`src/rtl/ustream_decoder.sv`:
```
//------------------------------------------------------------------------------
// Module      : ustream_decoder
// Description : Stochastic bitstream decoder. On iStart it counts the ones in
//               a window of 2^BITWIDTH accepted (iValid) samples and publishes
//               the result on oResult with a one-cycle oDone pulse.
//               Optional macro USTREAM_DEC_BIPOLAR_EN selects the bipolar
//               output encoding (2*ones - 2^BITWIDTH); when the macro is
//               undefined the result is the plain ones count.
// Revision    : 1.0 - initial release
//------------------------------------------------------------------------------
`default_nettype none

module ustream_decoder #(
  parameter int BITWIDTH = 8
) (
  input  logic                iClk,
  input  logic                iRst,
  input  logic                iStart,
  input  logic                iValid,
  input  logic                iBit,
  output logic                oBusy,
  output logic                oDone,
  output logic [BITWIDTH+1:0] oResult
);

  // Sample index of the last sample in a window (2^BITWIDTH - 1).
  localparam logic [BITWIDTH:0] CNT_LAST = {1'b0, {BITWIDTH{1'b1}}};
`ifdef USTREAM_DEC_BIPOLAR_EN
  // Window length at result width, used as the bipolar zero offset.
  localparam logic [BITWIDTH+1:0] WINDOW_EXT = {2'b01, {BITWIDTH{1'b0}}};
`endif

  typedef enum logic [1:0] {
    S_IDLE = 2'd0,
    S_RUN  = 2'd1,
    S_DONE = 2'd2
  } state_t;

  state_t              state_q;
  // Both counters carry one extra bit so a full window never wraps.
  logic [BITWIDTH:0]   ones_q;
  logic [BITWIDTH:0]   cnt_q;
  logic                busy_q;
  logic                done_q;
  logic [BITWIDTH+1:0] result_q;

  logic [BITWIDTH:0]   ones_d;
  logic                last_d;
  logic [BITWIDTH+1:0] result_d;

  // Ones count including the current sample, and the encoded result it yields.
  always_comb begin
    ones_d = ones_q + {{BITWIDTH{1'b0}}, iBit};
    last_d = (cnt_q == CNT_LAST);
`ifdef USTREAM_DEC_BIPOLAR_EN
    result_d = {ones_d, 1'b0} - WINDOW_EXT;
`else
    result_d = {1'b0, ones_d};
`endif
  end

  // Control FSM with registered busy/done/result outputs.
  always_ff @(posedge iClk or posedge iRst) begin
    if (iRst) begin
      state_q  <= S_IDLE;
      ones_q   <= '0;
      cnt_q    <= '0;
      busy_q   <= 1'b0;
      done_q   <= 1'b0;
      result_q <= '0;
    end else begin
      done_q <= 1'b0;
      case (state_q)
        S_IDLE: begin
          if (iStart) begin
            ones_q  <= '0;
            cnt_q   <= '0;
            busy_q  <= 1'b1;
            state_q <= S_RUN;
          end
        end
        S_RUN: begin
          if (iValid) begin
            ones_q <= ones_d;
            cnt_q  <= cnt_q + {{BITWIDTH{1'b0}}, 1'b1};
            if (last_d) begin
              // The final sample is folded into the latched result.
              result_q <= result_d;
              busy_q   <= 1'b0;
              done_q   <= 1'b1;
              state_q  <= S_DONE;
            end
          end
        end
        S_DONE: begin
          state_q <= S_IDLE;
        end
        default: begin
          busy_q  <= 1'b0;
          state_q <= S_IDLE;
        end
      endcase
    end
  end

  assign oBusy   = busy_q;
  assign oDone   = done_q;
  assign oResult = result_q;

endmodule

`default_nettype wire

```
`config.mk`:
```
export PLATFORM = sky130hd
export DESIGN_NAME = ustream_decoder
export DESIGN_NICKNAME = d
export VERILOG_FILES = /design/src/rtl/ustream_decoder.sv
export SDC_FILE = /design/constraint.sdc
export NUM_CORES = 1
export LEC_CHECK = 0
export ABC_AREA = 1
export CORE_UTILIZATION = 49
export CTS_CLUSTER_DIAMETER = 200
export DETAILED_ROUTE_END_ITERATION = 7
export PLACE_DENSITY = 0.79
export SLEW_MARGIN = 20
export SYNTH_ARGS = -nofsm -noshare
export SYNTH_HDL_FRONTEND = slang
export SYNTH_SLANG_ARGS = --single-unit
```
`constraint.sdc`:
```
create_clock -name iClk -period 1.65 [get_ports iClk]
set_input_delay 0.165 -clock iClk [delete_from_list [all_inputs] [get_ports iClk]]
set_output_delay 0.165 -clock iClk [all_outputs]
set_load 0.02 [all_outputs]
```
==> impl_metrics.env, run 1 <==
export IMPL_rows=20
export IMPL_drv_slew=0
export IMPL_crit_arrival_ns=1.96
export IMPL_final_cells=266
export IMPL_syn_area_per_cell_um2=8.37
export IMPL_start_util=0.511
export IMPL_met2_length_um=1560
export IMPL_yosys_cell_types_count=27
export IMPL_die_w_um=58.2
export IMPL_seq_area_frac_synth=0.501
export IMPL_cp_required_ns=1.92
export IMPL_rsz0062_at_grt="true"
export IMPL_numCtsBuffers=5
export IMPL_cp_max_fo=6
export IMPL_ctsLongestPathBuffers=2
export IMPL_worstSkewPairLatency_ns=0.33
export IMPL_hold_ws_ns=0.203
export IMPL_yosys_area_share_simple=0.295
export IMPL_ant_nets=0
export IMPL_grt_max_degree=32
export IMPL_wl_met1_um=1470
export IMPL_grt_pass1_vias=1275
export IMPL_grtUsageTotal=0.211
export IMPL_finalPower_mw=2.00
export IMPL_synth_xor_area_share=0.0170
export IMPL_synth_adder_area_share=0.0323
export IMPL_postLayoutCellArea_um2=1990
export IMPL_mappedNetlistArea_um2=1550
export IMPL_yosysWarnings=0
export IMPL_detailroute_wirelength_met3_um=84
export IMPL_antenna_found_initial=0
export IMPL_num_nets_final=230
export IMPL_synth_nets=194
export IMPL_crit_type="reg -> reg"
export IMPL_area_growth_pct=28.8
export IMPL_core_um2=3030
export IMPL_final_common_cell="nand2_1"
export IMPL_drive_above_1_share=0.248
export IMPL_cts_sinks=31
export IMPL_ir_worst_vdd_mv=0.726
export IMPL_synthMuxAreaShare=0
export IMPL_placed_area_um2=1810
export IMPL_power_density_nw_per_um2=1000
export IMPL_wl_per_cell_um=12.0
export IMPL_synth_compound_area_frac=0.0728
export IMPL_final_cell_mix="nand2_1, dfrtp_1, inv_1"
export IMPL_setup_viol=8
export IMPL_cap_violations=0
export IMPL_drtIter0Drc=31
export IMPL_die_area_um2=3390
export IMPL_dp_slack_ns=-0.0851
export IMPL_p_leak_nw=0.987
export IMPL_failed_checks="negative setup slack"
export IMPL_dr_max_layer_used="met4"
export IMPL_grt_pass1_wl_um=5310
export IMPL_postCtsHoldBufs=0
export IMPL_netlist_instances=185
export IMPL_route_detailed_drc=0
export IMPL_status="finished with violations"
export IMPL_fin_crit_sh=1.02
export IMPL_h_tree_depth=2
export IMPL_clock_skew_ns=0.00687
export IMPL_end_kind="flip-flop"
export IMPL_dpl_cell_count=251
export IMPL_floorplan_die_height_um=58.2
export IMPL_worstSetupStartpointType="flip-flop"
export IMPL_overflow=0
export IMPL_fin_ws_ns=-0.0385
export IMPL_viasPerCell=4.94
export IMPL_period_needed_ns=1.69
export IMPL_hold_path_class="in -> async"
export IMPL_hold_violations=0
export IMPL_gp_congestion=0.772
export IMPL_cts_tree="yes"
export IMPL_yosys_register_bits=31
export IMPL_drtPass1Iterations=5
export IMPL_dpl_hpwl_um=2060
export IMPL_io_buffers=15
export IMPL_pin_count=17
export IMPL_synth_top_family_by_area="simple AND/OR/NAND/NOR gates"
export IMPL_diodes=0
export IMPL_fmax_mhz=592
export IMPL_clkTransAtPathRegs_ns=0.09
export IMPL_routed_wirelength_um=3180
export IMPL_final_util=0.658
export IMPL_num_vias=1314
export IMPL_fin_tns_setup_ns=-0.191
export IMPL_cts_root_buffer="clkbuf_4"
[routing by layer]
metal,vias up,track usage
met1,620,0.270
met2,21,0.342
met5,-,0
met3,9,0.0469
met4,0,0.0986
li1,664,-
[report_power, final]
| group | total (mW) | switching (mW) | internal, mW | leakage [nW] |
|---|---|---|---|---|
| logic | 0.497 | 0.275 | 0.223 | 0.542 |
| clock network | 0.514 | 0.264 | 0.251 | 0.0386 |
| registers | 0.987 | 0.101 | 0.886 | 0.406 |
| total | 2.00 | 0.640 | 1.36 | 0.987 |
[critical path: stages (launching register included)]
cell and delay, ns:
dfrtp_1 0.37, ha_2 0.19, nand3_2 0.08, nor2_2 0.10, and3_4 0.20, ha_4 0.15
nand2_4 0.06, nor2_4 0.15, buf_4 0.17, nand3_1 0.09, nand2_1 0.08
[layout make-up]
cell class,count,area (um^2)
repair inverters,1,7.51
repair buffers,31,274
fillers,259,1030
flip-flops and latches,31,776
well taps,44,55.1
clock buffers,8,68.8
multi-input cells,128,721
inverters,23,91.3
[synthesized netlist by cell type]
cell type / instances / area, um^2
inv_1: 18 / 67.6
o22ai_1: 1 / 6.26
a21oi_2: 2 / 17.5
nor2_1: 10 / 37.5
inv_4: 1 / 6.26
nand2_2: 2 / 12.5
o21ai_1: 4 / 20.0
nand4_1: 4 / 25.0
buf_6: 1 / 11.3
dfrtp_1: 31 / 776
and3_1: 1 / 6.26
nand3_2: 1 / 10.0
ha_1: 4 / 50.1
nor2_4: 2 / 22.5
inv_2: 4 / 15.0
nor2_2: 1 / 6.26
buf_8: 1 / 15.0
o21ai_2: 1 / 8.76
xor2_1: 3 / 26.3
o21ai_0: 8 / 40.0
buf_4: 1 / 7.51
a21oi_1: 4 / 20.0
nand2_4: 2 / 22.5
conb_1: 1 / 3.75
nand3_1: 18 / 90.1
nand2_1: 58 / 218
or2_2: 1 / 6.26
[registers in the layout, summed over array words and instances (netlist names)]
| register | cells |
|---|---|
| cnt_q | 9 |
| oBusy | 1 |
| oDone | 1 |
| oResult | 9 |
| ones_q | 9 |
| state_q | 2 |
[final timing paths]
path,start,to,slack (ns),depth (start not counted)
setup / recovery,cnt_q[0]$_DFFE_PP0P_,oResult[6]$_DFFE_PP0P_,-0.04,10
hold / removal,iRst,oBusy$_DFFE_PP0P_,0.20,3
setup reg to reg,cnt_q[0]$_DFFE_PP0P_,oResult[6]$_DFFE_PP0P_,-0.04,10
hold reg to reg,oResult[6]$_DFFE_PP0P_,oResult[6]$_DFFE_PP0P_,0.47,2
max in group asynchronous,iRst,state_q[0]$_DFFE_PP0P_,1.16,3
min in group iClk,oResult[6]$_DFFE_PP0P_,oResult[6]$_DFFE_PP0P_,0.47,2
[kinds of logic after synthesis]
logic type	Yosys count
simple gates	100
fa+ha+maj	4
other cells	1
xor+xnor	3
flops	31
compound gates	20
buf+inv	26
[repair_timing]
item / 4_1_cts / 5_1_grt
cloned: 1 / 0
pin swaps: 13 / 2
gates resized for setup: 6 / 10
endpoints found under the setup margin: 9 / 12
setup buffers: 5 / 1
No activity file was read; power rests on OpenSTA's default activity.
==> run 2: changes to the inputs <==
- HOLD_SLACK_MARGIN: default -> 0.02
- SETUP_SLACK_MARGIN: default -> 0.02
==> run 2 against run 1 <==
  * The run still ends with negative setup slack left
  * Power increased by 0.76%
  * Utilization decreased by 1.5 points
  * First-iteration DRC count rose by 120%
  * Clock skew fell by 0.0022 ns
  * Hold slack worse by 0.0043 ns
  * Routed wire length is 3.6% lower
  * Count of clock-buffer cells in the layout is the same
  * Sequential cell count did not move
  * Cell area is 2.3% lower
  * Die area unchanged
  * Critical endpoint is now oResult[5]$_DFFE_PP0P_
  * Highest routed layer unchanged
==> impl_metrics.env, run 2 (same netlist as run 1, synthesis figures left out) <==
export IMPL_status="finished with violations"
export IMPL_failed_checks="negative setup slack"
export IMPL_viasPerCell=4.96
export IMPL_wl_per_cell_um=11.6
export IMPL_drv_slew=0
export IMPL_cpMaxStageDelayCell="dfrtp_1"
export IMPL_pin_count=17
export IMPL_p_leak_nw=0.976
export IMPL_ir_worst_vdd_mv=0.695
export IMPL_cap_violations=0
export IMPL_cts_sinks=31
export IMPL_fin_crit_sh=1.05
export IMPL_dpl_hpwl_um=2130
export IMPL_rrSetupSlack_ns=-0.08
export IMPL_placed_area_um2=1800
export IMPL_cp_required_ns=1.92
export IMPL_final_cell_mix="nand2_1, dfrtp_1, inv_1"
export IMPL_switching_share=0.317
export IMPL_finalPower_mw=2.01
export IMPL_crit_end="oResult[5]$_DFFE_PP0P_"
export IMPL_gp_congestion=0.781
export IMPL_area_growth_pct=25.9
export IMPL_r2r_start="cnt_q[1]$_DFFE_PP0P_"
export IMPL_ant_nets=0
export IMPL_fillCellCount=244
export IMPL_reg2reg_depth=10
export IMPL_crit_arrival_ns=2.01
export IMPL_combPwrFrac=0.260
export IMPL_floorplan_die_height_um=58.2
export IMPL_net_switching_power_mw=0.639
export IMPL_cts_tree="yes"
export IMPL_rows=20
export IMPL_route_detailed_drc=0
export IMPL_drtPass1Iterations=4
export IMPL_rsz0062_at_grt="true"
export IMPL_ctsLongestPathBuffers=2
export IMPL_r2r_end="oResult[5]$_DFFE_PP0P_"
export IMPL_p_clk_frac=0.247
export IMPL_worstSkewPairLatency_ns=0.33
export IMPL_final_common_cell="nand2_1"
export IMPL_routed_wirelength_um=3070
export IMPL_cp_max_fo=4
export IMPL_antenna_found_initial=0
export IMPL_h_tree_depth=2
export IMPL_grt_pass1_wl_um=5220
export IMPL_regArea_um2=776
export IMPL_pwr_share_seq=0.493
export IMPL_dpl_cell_count=250
export IMPL_core_um2=3030
export IMPL_die_area_um2=3390
export IMPL_start_util=0.511
export IMPL_critPathLaunch="cnt_q[1]$_DFFE_PP0P_"
export IMPL_postLayoutCellArea_um2=1950
export IMPL_final_cells=264
export IMPL_worstSetupStartpointType="flip-flop"
export IMPL_crit_path_max_incr_delay_ns=0.36
export IMPL_dp_slack_ns=-0.114
export IMPL_overflow=0
export IMPL_hold_path_class="in -> async"
export IMPL_hold_violations=0
export IMPL_diodes=0
export IMPL_crit_type="reg -> reg"
export IMPL_num_nets_final=228
export IMPL_fin_ws_ns=-0.0842
export IMPL_grtUsageTotal=0.208
export IMPL_numCtsBuffers=5
export IMPL_period_needed_ns=1.73
export IMPL_multi_input_area_um2=689
export IMPL_clkTransAtPathRegs_ns=0.09
export IMPL_grt_max_degree=32
export IMPL_drive_above_1_share=0.218
export IMPL_path_cells="ha_2, nand3_2, nor2_2, and3_1, ha_2, nand2_4, nor2_4, buf_6, nand3_2, nand2_1"
export IMPL_num_vias=1309
export IMPL_drtIter0Drc=68
export IMPL_fmax_mhz=577
export IMPL_setup_viol=9
export IMPL_grt_pass1_vias=1245
export IMPL_die_w_um=58.2
export IMPL_cts_root_buffer="clkbuf_4"
export IMPL_power_density_nw_per_um2=1030
export IMPL_clock_skew_ns=0.00472
export IMPL_p_int_mw=1.37
export IMPL_io_buffers=15
export IMPL_end_kind="flip-flop"
[run 2: cell count changes in the layout (fill, tap and decap cells not counted), moves of 2 or more]
cell	before	now
nand2_2	6	3
nand3_2	2	4
buf_4	15	13
nand3_1	17	15
nand2_1	52	56
o21ai_2	3	1
[run 2: worst min-delay path by stage]
stage | from | to
floorplan | iRst | cnt_q[0]$_DFFE_PP0P_
global placement | oResult[4]$_DFFE_PP0P_ | oResult[4]$_DFFE_PP0P_
detailed placement | oResult[4]$_DFFE_PP0P_ | oResult[4]$_DFFE_PP0P_
CTS | iRst | cnt_q[1]$_DFFE_PP0P_
global route | iRst | ones_q[0]$_DFFE_PP0P_
finish | iRst | cnt_q[1]$_DFFE_PP0P_
[run 2: worst max-delay path: cells and delay by family (launching register included)]
family                     cells  cell delay [ns]
DFF                            1             0.36
and+or+nand+nor                7             0.77
buffers and inverters          1             0.14
adders and majority gates      2             0.40
[run 2: layout make-up]
type | count | share of cell area
flip-flops and latches | 31 | 0.398
multi-input cells | 128 | 0.354
repair buffers | 30 | 0.139
inverters | 23 | 0.0456
clock buffers | 8 | 0.0353
well taps | 44 | 0.0283
[run 2: power by group through the flow]
stage          sequential, mW  combinational [mW]  clock (mW)
5_1_grt                  1.01               0.597       0.531
3_3_place_gp             1.00               0.473           0
3_5_place_dp             1.01               0.489           0
6_report                0.992               0.524       0.498
2_1_floorplan            1.01               0.312           0
4_1_cts                 0.992               0.501       0.507
[run 2: through the flow]
stage               hold WS, ns  setup TNS [ns]   util
floorplan                 0.269        -0.00857      -
global route              0.272           -1.81  0.643
finish                    0.199          -0.530  0.643
global placement          0.457          -0.459  0.595
CTS                       0.219          -0.636  0.623
detailed placement        0.460          -0.959  0.595
[run 2: layer usage]
layer,wire length [um],global-route usage,vias up,share of wire
met4,52,0.0884,0,0.017
met3,106,0.0625,7,0.035
li1,-,-,656,-
met5,0,0,-,0
met1,1340,0.255,625,0.44
met2,1570,0.340,21,0.51
[run 2: what timing repair did]
action,4_1_cts,5_1_grt
hold buffers,0,0
setup endpoints to repair,10,13
pin swaps,2,9
setup buffers,2,4
gates resized for setup,0,7
==> run 3: changes to the inputs <==
- ABC_CLOCK_PERIOD_IN_PS: default -> 1650
==> results of run 3 <==
Final layout, timing and power as in run 2 (identical DEF).
